`config.mk`:
```
export PLATFORM = sky130hd
export DESIGN_NAME = rtsnoc_to_wishbone_master_flat
export DESIGN_NICKNAME = d
export VERILOG_FILES = /design/src/rtl/rtsnoc_to_wishbone_master_if.sv /design/src/rtl/rtsnoc_to_wishbone_master.sv /design/src/flat_wrapper.sv
export SDC_FILE = /design/constraint.sdc
export NUM_CORES = 1
export LEC_CHECK = 0
export BUFFER_PORTS_ARGS = -buffer_cell sky130_fd_sc_hd__buf_4
export CORE_ASPECT_RATIO = 1.1
export CORE_MARGIN = 3
export CORE_UTILIZATION = 40
export DETAILED_ROUTE_END_ITERATION = 6
export HOLD_SLACK_MARGIN = 0.12
export PLACE_DENSITY = 0.7
export SYNTH_ARGS = -nofsm -noshare
export SYNTH_HDL_FRONTEND = slang
export SYNTH_SLANG_ARGS = --single-unit
```
`constraint.sdc`:
```
create_clock -name clk_i -period 4.7 [get_ports clk_i]
set_clock_uncertainty 0.05 [all_clocks]
set_input_delay 0 -clock clk_i [delete_from_list [all_inputs] [get_ports clk_i]]
set_output_delay 0 -clock clk_i [all_outputs]
set_load 0.01 [all_outputs]
```
`src/rtl/rtsnoc_to_wishbone_master_if.sv`:
```
// Bus bundle for the NoC-to-Wishbone target endpoint: Wishbone master side,
// router local port (TX/RX) and the peripheral interrupt line.
interface rtsnoc_to_wishbone_master_if #(
  parameter int ADDR_W = 6,
  parameter int DATA_W = 32,
  parameter int BUS_W  = 42
);
  logic              wb_cyc_o;
  logic              wb_stb_o;
  logic [ADDR_W-1:0] wb_adr_o;
  logic [3:0]        wb_sel_o;
  logic              wb_we_o;
  logic [DATA_W-1:0] wb_dat_o;
  logic [DATA_W-1:0] wb_dat_i;
  logic              wb_ack_i;
  logic              int_i;
  logic [BUS_W-1:0]  noc_din_o;
  logic              noc_wr_o;
  logic              noc_rd_o;
  logic [BUS_W-1:0]  noc_dout_i;
  logic              noc_wait_i;
  logic              noc_nd_i;

  modport master (
    output wb_cyc_o, wb_stb_o, wb_adr_o, wb_sel_o, wb_we_o, wb_dat_o,
    input  wb_dat_i, wb_ack_i, int_i,
    output noc_din_o, noc_wr_o, noc_rd_o,
    input  noc_dout_i, noc_wait_i, noc_nd_i
  );

  modport slave (
    input  wb_cyc_o, wb_stb_o, wb_adr_o, wb_sel_o, wb_we_o, wb_dat_o,
    output wb_dat_i, wb_ack_i, int_i,
    input  noc_din_o, noc_wr_o, noc_rd_o,
    output noc_dout_i, noc_wait_i, noc_nd_i
  );
endinterface

```
`src/rtl/rtsnoc_to_wishbone_master.sv`:
```
// Target-side RTSNoC endpoint: executes WRITE/READ command packets as single
// Wishbone master cycles, returns read data and forwards the peripheral IRQ.
module rtsnoc_to_wishbone_master #(
  parameter int WB_ADDR_WIDTH     = 6,
  parameter int WB_NOC_DATA_WIDTH = 32,
  parameter int NOC_LOCAL_ADR     = 0,
  parameter int NOC_X             = 0,
  parameter int NOC_Y             = 0,
  parameter int NOC_LOCAL_ADR_INT = 0,
  parameter int NOC_X_INT         = 0,
  parameter int NOC_Y_INT         = 0,
  parameter int SOC_SIZE_X        = 1,
  parameter int SOC_SIZE_Y        = 1,
  parameter int WB_TIMEOUT        = 255
) (
  input logic clk_i,
  input logic rstn_i,
  rtsnoc_to_wishbone_master_if.master bus
);
  localparam int DW           = WB_NOC_DATA_WIDTH;
  localparam int HW           = SOC_SIZE_X + SOC_SIZE_Y + 3;
  localparam int NOC_BUS_SIZE = DW + 2 * HW;

  localparam logic [2:0] T_WRITE = 3'd0;
  localparam logic [2:0] T_READ  = 3'd1;
  localparam logic [2:0] T_INT   = 3'd2;
  localparam logic [2:0] T_ERR   = 3'd3;

  localparam logic [HW-1:0] ORIG_HDR =
    {SOC_SIZE_X'(NOC_X), SOC_SIZE_Y'(NOC_Y), 3'(NOC_LOCAL_ADR)};
  localparam logic [HW-1:0] INT_HDR =
    {SOC_SIZE_X'(NOC_X_INT), SOC_SIZE_Y'(NOC_Y_INT), 3'(NOC_LOCAL_ADR_INT)};
  localparam logic [DW-1:0] INT_WORD = {T_INT, {(DW-3){1'b0}}};
  localparam logic [DW-1:0] ERR_WORD = {T_ERR, {(DW-3){1'b0}}};

  typedef enum logic [2:0] {
    S_IDLE,
    S_WR_DATA,
    S_WB_WRITE,
    S_WB_READ,
    S_TX_REPLY,
    S_TX_INT
  } state_t;

  state_t                   state_q, state_d;
  logic                     cyc_q, cyc_d;
  logic                     we_q, we_d;
  logic [WB_ADDR_WIDTH-1:0] adr_q, adr_d;
  logic [DW-1:0]            wdat_q, wdat_d;
  logic [NOC_BUS_SIZE-1:0]  din_q, din_d;
  logic                     wr_q, wr_d;
  logic                     rd_q, rd_d;
  logic [HW-1:0]            dst_q, dst_d;
  logic                     pend_q, pend_d;
  logic                     int_q;
  logic [7:0]               cnt_q, cnt_d;

  logic          rx_take;
  logic [2:0]    rx_type;
  logic [HW-1:0] rx_orig;
  logic          int_edge;
  logic          int_clr;
  logic          tmo_hit;
  logic          tx_done;

  // The cycle after a consume carries noc_rd_o, so noc_nd_i is stale then.
  assign rx_take  = bus.noc_nd_i & ~rd_q;
  assign rx_type  = bus.noc_dout_i[DW-1 -: 3];
  assign rx_orig  = bus.noc_dout_i[NOC_BUS_SIZE-1 -: HW];
  assign int_edge = bus.int_i & ~int_q;
  assign tmo_hit  = ({1'b0, cnt_q} + 9'd1) == 9'(WB_TIMEOUT);
  assign tx_done  = ~wr_q & ~bus.noc_wait_i;

  always_comb begin
    state_d = state_q;
    cyc_d   = cyc_q;
    we_d    = we_q;
    adr_d   = adr_q;
    wdat_d  = wdat_q;
    din_d   = din_q;
    dst_d   = dst_q;
    cnt_d   = cnt_q;
    wr_d    = 1'b0;
    rd_d    = 1'b0;
    int_clr = 1'b0;

    unique case (state_q)
      S_IDLE: begin
        if (pend_q) begin
          din_d   = {ORIG_HDR, INT_HDR, INT_WORD};
          wr_d    = 1'b1;
          state_d = S_TX_INT;
        end else if (rx_take) begin
          rd_d  = 1'b1;
          dst_d = rx_orig;
          if (rx_type == T_WRITE) begin
            adr_d   = bus.noc_dout_i[WB_ADDR_WIDTH-1:0];
            state_d = S_WR_DATA;
          end else if (rx_type == T_READ) begin
            adr_d   = bus.noc_dout_i[WB_ADDR_WIDTH-1:0];
            cyc_d   = 1'b1;
            we_d    = 1'b0;
            cnt_d   = '0;
            state_d = S_WB_READ;
          end
        end
      end
      S_WR_DATA: begin
        if (rx_take) begin
          rd_d    = 1'b1;
          wdat_d  = bus.noc_dout_i[DW-1:0];
          cyc_d   = 1'b1;
          we_d    = 1'b1;
          cnt_d   = '0;
          state_d = S_WB_WRITE;
        end
      end
      S_WB_WRITE: begin
        if (bus.wb_ack_i || tmo_hit) begin
          cyc_d   = 1'b0;
          we_d    = 1'b0;
          state_d = S_IDLE;
        end else begin
          cnt_d = cnt_q + 8'd1;
        end
      end
      S_WB_READ: begin
        if (bus.wb_ack_i || tmo_hit) begin
          cyc_d   = 1'b0;
          din_d   = {ORIG_HDR, dst_q, bus.wb_ack_i ? bus.wb_dat_i : ERR_WORD};
          wr_d    = 1'b1;
          state_d = S_TX_REPLY;
        end else begin
          cnt_d = cnt_q + 8'd1;
        end
      end
      S_TX_REPLY: begin
        if (tx_done) state_d = S_IDLE;
      end
      S_TX_INT: begin
        if (tx_done) begin
          int_clr = 1'b1;
          state_d = S_IDLE;
        end
      end
      default: state_d = S_IDLE;
    endcase

    // A new edge coinciding with the clear must not be lost.
    pend_d = int_edge | (pend_q & ~int_clr);
  end

  always_ff @(posedge clk_i) begin
    if (!rstn_i) begin
      state_q <= S_IDLE;
      cyc_q   <= 1'b0;
      we_q    <= 1'b0;
      adr_q   <= '0;
      wdat_q  <= '0;
      din_q   <= '0;
      wr_q    <= 1'b0;
      rd_q    <= 1'b0;
      dst_q   <= '0;
      pend_q  <= 1'b0;
      int_q   <= 1'b0;
      cnt_q   <= '0;
    end else begin
      state_q <= state_d;
      cyc_q   <= cyc_d;
      we_q    <= we_d;
      adr_q   <= adr_d;
      wdat_q  <= wdat_d;
      din_q   <= din_d;
      wr_q    <= wr_d;
      rd_q    <= rd_d;
      dst_q   <= dst_d;
      pend_q  <= pend_d;
      int_q   <= bus.int_i;
      cnt_q   <= cnt_d;
    end
  end

  assign bus.wb_cyc_o  = cyc_q;
  assign bus.wb_stb_o  = cyc_q;
  assign bus.wb_we_o   = we_q;
  assign bus.wb_sel_o  = cyc_q ? 4'hF : 4'h0;
  assign bus.wb_adr_o  = adr_q;
  assign bus.wb_dat_o  = wdat_q;
  assign bus.noc_din_o = din_q;
  assign bus.noc_wr_o  = wr_q;
  assign bus.noc_rd_o  = rd_q;

endmodule

```
`src/flat_wrapper.sv`:
```
// flat-port wrapper written by rule: the top's interface ports become plain ports
module rtsnoc_to_wishbone_master_flat 
#(
  parameter int WB_ADDR_WIDTH     = 6,
  parameter int WB_NOC_DATA_WIDTH = 32,
  parameter int NOC_LOCAL_ADR     = 0,
  parameter int NOC_X             = 0,
  parameter int NOC_Y             = 0,
  parameter int NOC_LOCAL_ADR_INT = 0,
  parameter int NOC_X_INT         = 0,
  parameter int NOC_Y_INT         = 0,
  parameter int SOC_SIZE_X        = 1,
  parameter int SOC_SIZE_Y        = 1,
  parameter int WB_TIMEOUT        = 255
)
  (clk_i, rstn_i, bus_wb_cyc_o, bus_wb_stb_o, bus_wb_adr_o, bus_wb_sel_o, bus_wb_we_o, bus_wb_dat_o, bus_wb_dat_i, bus_wb_ack_i, bus_int_i, bus_noc_din_o, bus_noc_wr_o, bus_noc_rd_o, bus_noc_dout_i, bus_noc_wait_i, bus_noc_nd_i);
  rtsnoc_to_wishbone_master_if #(.ADDR_W((6)), .DATA_W((32)), .BUS_W(((32) + 2 * (1 + 1 + 3)))) bus_i ();
  input logic clk_i;
  input logic rstn_i;
  output wire logic [$bits(bus_i.wb_cyc_o)-1:0] bus_wb_cyc_o;
  output wire logic [$bits(bus_i.wb_stb_o)-1:0] bus_wb_stb_o;
  output wire logic [$bits(bus_i.wb_adr_o)-1:0] bus_wb_adr_o;
  output wire logic [$bits(bus_i.wb_sel_o)-1:0] bus_wb_sel_o;
  output wire logic [$bits(bus_i.wb_we_o)-1:0] bus_wb_we_o;
  output wire logic [$bits(bus_i.wb_dat_o)-1:0] bus_wb_dat_o;
  input wire logic [$bits(bus_i.wb_dat_i)-1:0] bus_wb_dat_i;
  input wire logic [$bits(bus_i.wb_ack_i)-1:0] bus_wb_ack_i;
  input wire logic [$bits(bus_i.int_i)-1:0] bus_int_i;
  output wire logic [$bits(bus_i.noc_din_o)-1:0] bus_noc_din_o;
  output wire logic [$bits(bus_i.noc_wr_o)-1:0] bus_noc_wr_o;
  output wire logic [$bits(bus_i.noc_rd_o)-1:0] bus_noc_rd_o;
  input wire logic [$bits(bus_i.noc_dout_i)-1:0] bus_noc_dout_i;
  input wire logic [$bits(bus_i.noc_wait_i)-1:0] bus_noc_wait_i;
  input wire logic [$bits(bus_i.noc_nd_i)-1:0] bus_noc_nd_i;
  assign bus_wb_cyc_o = bus_i.wb_cyc_o;
  assign bus_wb_stb_o = bus_i.wb_stb_o;
  assign bus_wb_adr_o = bus_i.wb_adr_o;
  assign bus_wb_sel_o = bus_i.wb_sel_o;
  assign bus_wb_we_o = bus_i.wb_we_o;
  assign bus_wb_dat_o = bus_i.wb_dat_o;
  assign bus_i.wb_dat_i = bus_wb_dat_i;
  assign bus_i.wb_ack_i = bus_wb_ack_i;
  assign bus_i.int_i = bus_int_i;
  assign bus_noc_din_o = bus_i.noc_din_o;
  assign bus_noc_wr_o = bus_i.noc_wr_o;
  assign bus_noc_rd_o = bus_i.noc_rd_o;
  assign bus_i.noc_dout_i = bus_noc_dout_i;
  assign bus_i.noc_wait_i = bus_noc_wait_i;
  assign bus_i.noc_nd_i = bus_noc_nd_i;
  rtsnoc_to_wishbone_master #(.WB_ADDR_WIDTH(WB_ADDR_WIDTH), .WB_NOC_DATA_WIDTH(WB_NOC_DATA_WIDTH), .NOC_LOCAL_ADR(NOC_LOCAL_ADR), .NOC_X(NOC_X), .NOC_Y(NOC_Y), .NOC_LOCAL_ADR_INT(NOC_LOCAL_ADR_INT), .NOC_X_INT(NOC_X_INT), .NOC_Y_INT(NOC_Y_INT), .SOC_SIZE_X(SOC_SIZE_X), .SOC_SIZE_Y(SOC_SIZE_Y), .WB_TIMEOUT(WB_TIMEOUT)) u_core (.clk_i(clk_i), .rstn_i(rstn_i), .bus(bus_i));
endmodule
```
==> results of run 1 <==
## report_power, final
group | internal (mW) | switching, mW | leakage [nW]
registers | 0.895 | 0.0667 | 0.785
logic | 0.257 | 0.252 | 1.71
clock network | 0.274 | 0.316 | 0.110
## final timing paths
check,start,to,slack [ns]
setup / recovery,u_core.cnt_q[0]$_SDFFE_PN0P_,u_core.bus.noc_din_o[32]$_SDFFE_PN0P_,1.84
hold / removal,bus_wb_ack_i,u_core.bus.wb_cyc_o$_SDFFE_PN0P_,0.17
setup reg to reg,u_core.cnt_q[0]$_SDFFE_PN0P_,u_core.bus.noc_din_o[32]$_SDFFE_PN0P_,1.84
hold reg to reg,u_core.bus.wb_dat_o[30]$_SDFFE_PN0P_,u_core.bus.wb_dat_o[30]$_SDFFE_PN0P_,0.41
## per-layer routing
metal | routed length (um) | up-vias | part of all wire (%) | GRT usage, %
li1 | - | 1762 | - | -
met1 | 4250 | 1676 | 40 | 23.6
met2 | 5490 | 115 | 52 | 36.1
met3 | 641 | 18 | 6.0 | 6.17
met4 | 227 | 0 | 2.1 | 7.52
met5 | 0 | - | 0 | 0
## state kept, by name (all words and copies together), names as in the netlist
signal	count
u_core.bus.noc_din_o	37
u_core.bus.noc_rd_o	1
u_core.bus.noc_wr_o	1
u_core.bus.wb_adr_o	6
u_core.bus.wb_cyc_o	1
u_core.bus.wb_dat_o	32
u_core.bus.wb_we_o	1
u_core.cnt_q	8
u_core.dst_q	5
u_core.int_q	1
u_core.pend_q	1
u_core.state_q	3
## through the flow
step	power (mW)	hold slack, ns	utilization, %	cells	worst slack [ns]
2_1_floorplan	1.26	0.0717	-	391	2.50
3_3_place_gp	1.42	0.166	54.1	629	1.89
3_5_place_dp	1.43	0.165	54.1	629	1.80
4_1_cts	2.08	0.157	65.0	720	1.79
5_1_grt	2.18	0.217	65.0	720	1.57
6_report	2.06	0.166	65.0	720	1.84
## area by class of cell
class / instances / area, um2 / area share [%]
repair buffers: 235 / 1950 / 33.7
flip-flops and latches: 97 / 1940 / 33.5
multi-input cells: 252 / 1520 / 26.1
well taps: 114 / 143 / 2.46
clock buffers: 10 / 138 / 2.37
clock inverters: 6 / 85.1 / 1.47
inverters: 6 / 22.5 / 0.389
## critical path: stages (launching register included)
cell	delay, ns
dfxtp_1	0.45
ha_1	0.31
nand4_1	0.14
xnor2_1	0.19
o211ai_2	0.15
a41oi_2	0.25
o21a_1	0.98
a22o_1	0.28
## layout by cell type, fill, tap and decap left out, types with 5 or more instances in the layout
cell type	count
dfxtp_1	97
a22o_1	36
clkbuf_8	10
nor2_1	18
a21oi_1	41
nand2_1	71
mux2i_1	13
inv_1	6
dlygate4sd3_1	75
buf_4	160
conb_1	5
## synthesized netlist by cell type (3+ instances only)
master / n / area [um2]
nand2b_1: 3 / 18.8
inv_1: 6 / 22.5
nor2_1: 19 / 71.3
buf_2: 3 / 15.0
and2_1: 3 / 18.8
a21o_1: 3 / 22.5
buf_4: 11 / 82.6
clkbuf_1: 18 / 67.6
or3_1: 3 / 18.8
nand3_1: 4 / 20.0
nor3_1: 4 / 20.0
dfxtp_1: 97 / 1940
nand2_1: 71 / 267
a21oi_1: 41 / 205
nor2b_1: 3 / 18.8
o21ai_0: 4 / 20.0
buf_6: 4 / 45.0
mux2i_1: 13 / 130
a22o_1: 36 / 315
## timing repair
item | CTS | global route
hold buffers | 75 | 0
resized for setup | 0 | 0
endpoints found under the setup margin | 0 | 0
setup buffers | 0 | 0
hold endpoints to repair | 82 | 0
## logic make-up after synthesis
kind of cell	after synthesis	share of synthesized area [%]
AOI/OAI and AO/OA	101	19.7
xor gates and xnor gates	3	0.716
adders and majority gates	2	0.681
buffers and inverters	42	6.34
DFF	97	52.9
muxes	13	3.54
other	1	0.102
and+or+nand+nor	128	16.1
==> flow_summary.toml, run 1 <==
[worst_hold_path]
hold_depth = 5
hp-class = "in2reg"

[critical_path]
worstPathMaxFanout = 36
critPathRequiredTime_ns = 4.96
crit_path_start_kind = "register"
critical_path_arrival_ns = 3.12
r2r_cells = 7
critPathKind = "reg2reg"
critPathCaptureType = "register"

[sta]
finalHoldViolCount = 0
rsz0062_at_grt = "no"
min_period_over_period_pct = 60.9
timing.fmax_mhz = 349
max-slew-margin-rel_pct = 16.7
setup_tns_ns = 0
worstMarginPinSlew_ns = 1.25
report.final.slew_viol_count = 0
period_minus_slack_ns = 2.86
setup_viol = 0

[flow_run]
cap_violations = 0

[route]
vias_per_cell = 4.96
dr.pass1.iters = 5
via_count = 3571
drt_wl_total_um = 10600
wire_per_inst_um = 14.7
drtIter0Drc = 156
drtAntennaViolNets = 0
route.detailed.drc = 0

[clock_tree]
htree_levels = 3
cts_sinks = 97
clk_latency_ns = 0.36
root_buffer = "clkbuf_8"
clk_pin_slew_worst_paths_ns = 0.10
cts_tree = "built"
clockBufferDepth = 2
cts_buffers = 9

[global_routing]
grt_pass1_vias = 3556
grt-ovfl-total = 0
grt_max_degree = 50
grt_antenna_before_repair = 0
track_usage_pct = 20.5
grt_pass1_wl_um = 17400

[floorplan]
io_pins = 169
die_x_um = 97.4
coreArea_mm2 = 0.00892
start_util_pct = 41.2
die_area_mm2 = 0.0104
rows = 36
die_y_um = 106

[power_and_ir_drop]
leakage_nw = 2.60
peakVddDrop_mv = 0.211
power.density_mw_per_mm2 = 356

[placement]
hpwl_um = 6620
gp_congestion = 0.835
io_buffers = 158
place_area_mm2 = 0.00482

[yosys]
yosys_warnings = 0
synth_ff_type = "dfxtp_1"
synth_edf_count = 0
synth_seq_area_share_pct = 52.9
netlist_area_mm2 = 0.00367
avgSynthCellArea_um2 = 9.49
ys_async_sr_fraction_pct = 0
yosysUniqueCellTypes = 50
syn_inst = 387
synth-seq-cells = 97

[cells_and_area]
final_nets = 683
final_cell_area_mm2 = 0.00580
syn_to_final_growth_pct = 57.9
antenna_cells = 0
drive_gt1_share_pct = 30.5
fillers = 722

[run_status]
status = "complete, no violations"
No activity file was read; power rests on OpenSTA's default activity.
==> run 2, diff against run 1 <==
clock period = 3 ns   (was 4.7 ns; I/O delays follow)
==> flow_summary.toml, run 2 (same netlist as run 1, synthesis figures left out) <==
[run_status]
status = "complete, no violations"

[global_routing]
grt_pass1_wl_um = 17600
grt_pass1_vias = 3580
grt-ovfl-total = 0
grt_max_degree = 45
track_usage_pct = 20.6
grt_antenna_before_repair = 0

[clock_tree]
clk_pin_slew_worst_paths_ns = 0.09
cts_sinks = 97
cts_tree = "built"
cts_buffers = 9
clockBufferDepth = 2
htree_levels = 3
clk_latency_ns = 0.36
root_buffer = "clkbuf_8"

[cells_and_area]
antenna_cells = 0
final_common_cell = "buf_4"
final_cell_area_mm2 = 0.00582
final_cell_mix = "buf_4 (163), dfxtp_1 (97), dlygate4sd3_1 (77)"
fin_util_pct = 65.2
drive_gt1_share_pct = 30.7
final_nets = 688
largest_register_ffs = 37
final_cells = 724
fillers = 695
syn_to_final_growth_pct = 58.4

[critical_path]
cp.depth = 8
critPathCaptureType = "register"
crit_path_start_kind = "register"
critPathMaxStageDelay_ns = 0.53
slowest_stage = "dlygate4sd3_1"
cp_num_buf_inv = 1
cp-startpoint = "u_core.cnt_q[0]$_SDFFE_PN0P_"
critPathRequiredTime_ns = 3.25
setup.worst_path.end = "u_core.bus.noc_din_o[30]$_SDFFE_PN0P_"
path_cells = "ha_1, xor2_1, a31oi_1, a311oi_2, a41oi_2, nor2_1, o221a_2, dlygate4sd3_1"
regToRegSetupSlack_ns = 0.37
critPathKind = "reg2reg"
critical_path.top_delay_family = "compound AO/OA/AOI/OAI gates"
regToRegStartpoint = "u_core.cnt_q[0]$_SDFFE_PN0P_"
r2r_cells = 8
critical_path_arrival_ns = 2.88
worstPathMaxFanout = 6
r2r_end = "u_core.bus.noc_din_o[30]$_SDFFE_PN0P_"

[floorplan]
die_x_um = 97.4
start_util_pct = 41.2
die_y_um = 106
io_pins = 169
die_area_mm2 = 0.0104
rows = 36
coreArea_mm2 = 0.00892

[power_and_ir_drop]
pwr-share-comb_pct = 25.7
seq_power_share_pct = 47.1
power.density_mw_per_mm2 = 549
leakage_nw = 2.62
pwr-share-clk_pct = 27.2
p_int_mw = 2.23
p_sw_uw = 965
peakVddDrop_mv = 0.350
power.share.switching_pct = 30.2

[sta]
max-slew-margin-rel_pct = 64.9
min_period_over_period_pct = 87.6
finalHoldViolCount = 0
setup_tns_ns = 0
timing.fmax_mhz = 381
report.final.slew_viol_count = 0
worstMarginPinSlew_ns = 0.522
setup_viol = 0
rsz0062_at_grt = "no"
period_minus_slack_ns = 2.63

[route]
via_count = 3589
vias_per_cell = 4.96
drtAntennaViolNets = 0
dr.pass1.iters = 4
route.detailed.drc = 0
drt_wl_total_um = 10900
wire_per_inst_um = 15.0
drtIter0Drc = 215

[worst_hold_path]
hp-class = "in2reg"

[placement]
dp.cells = 632
hpwl_um = 6690
place_area_mm2 = 0.00485
io_buffers = 158
gp_congestion = 0.809

[flow_run]
cap_violations = 0
[run 2: changes by cell type in the layout (fill, tap and decap cells not counted)]
| cell | previous run | this run |
|---|---|---|
| clkinv_4 | 0 | 1 |
| inv_6 | 1 | 2 |
| dlygate4sd3_1 | 75 | 77 |
| buf_4 | 160 | 163 |
| clkinv_8 | 1 | 0 |
| inv_8 | 2 | 0 |
[run 2: metrics by stage]
stage / hold WS, ns / setup WS (ns) / power, mW
after CTS: 0.135 / 0.384 / 3.21
after detailed placement: 0.172 / 0.556 / 2.25
after floorplan: 0.0717 / 0.800 / 1.98
final: 0.157 / 0.373 / 3.19
after global routing: 0.197 / 0.123 / 3.36
after global placement: 0.164 / 0.585 / 2.24
[run 2: metal layers]
layer,track usage [%],part of all wire [%],vias to the layer above
li1,-,-,1770
met1,24.1,40,1682
met2,36.4,51,119
met3,5.25,6.0,18
met4,7.91,2.2,0
met5,0,0,-
[run 2: power by group through the flow]
stage	Combinational, mW	Clock, mW	Sequential [mW]
after detailed placement	0.723	0	1.53
after CTS	0.814	0.893	1.50
final	0.819	0.869	1.50
after global routing	0.895	0.942	1.52
after floorplan	0.449	0	1.53
after global placement	0.711	0	1.52
[run 2: timing repair]
action                    in CTS  in global routing
buffers inserted               0                  0
hold endpoints to repair      84                  0
gates resized for setup        0                  0
hold buffers                  77                  0
[run 2: worst min-delay path by stage]
| stage | startpoint | endpoint | slack, ns | depth (start not counted) |
|---|---|---|---|---|
| finish | bus_wb_ack_i | u_core.bus.wb_cyc_o$_SDFFE_PN0P_ | 0.16 | 5 |
| floorplan | bus_int_i | u_core.int_q$_SDFF_PN0_ | 0.07 | 1 |
| global placement | bus_int_i | u_core.int_q$_SDFF_PN0_ | 0.16 | 2 |
| global route | bus_wb_ack_i | u_core.bus.wb_cyc_o$_SDFFE_PN0P_ | 0.20 | 5 |
| CTS | bus_wb_ack_i | u_core.bus.wb_cyc_o$_SDFFE_PN0P_ | 0.13 | 5 |
| detailed placement | bus_wb_dat_i[8] | u_core.bus.noc_din_o[8]$_SDFFE_PN0P_ | 0.17 | 2 |
[run 2: layout make-up]
class	count	area [um2]	area share, %
inverter	6	22.5	0.387
timing repair buffer	240	1990	34.3
clock buffer	10	138	2.37
multi-input combinational	252	1520	26.0
tap	114	143	2.45
sequential	97	1940	33.4
clock inverter	5	63.8	1.10
[run 2: tightest hold or removal path: cells and delay by family]
kind            cells  cell delay [ns]
compound gates      2             0.17
simple gates        1             0.17
buf+inv             2             0.19
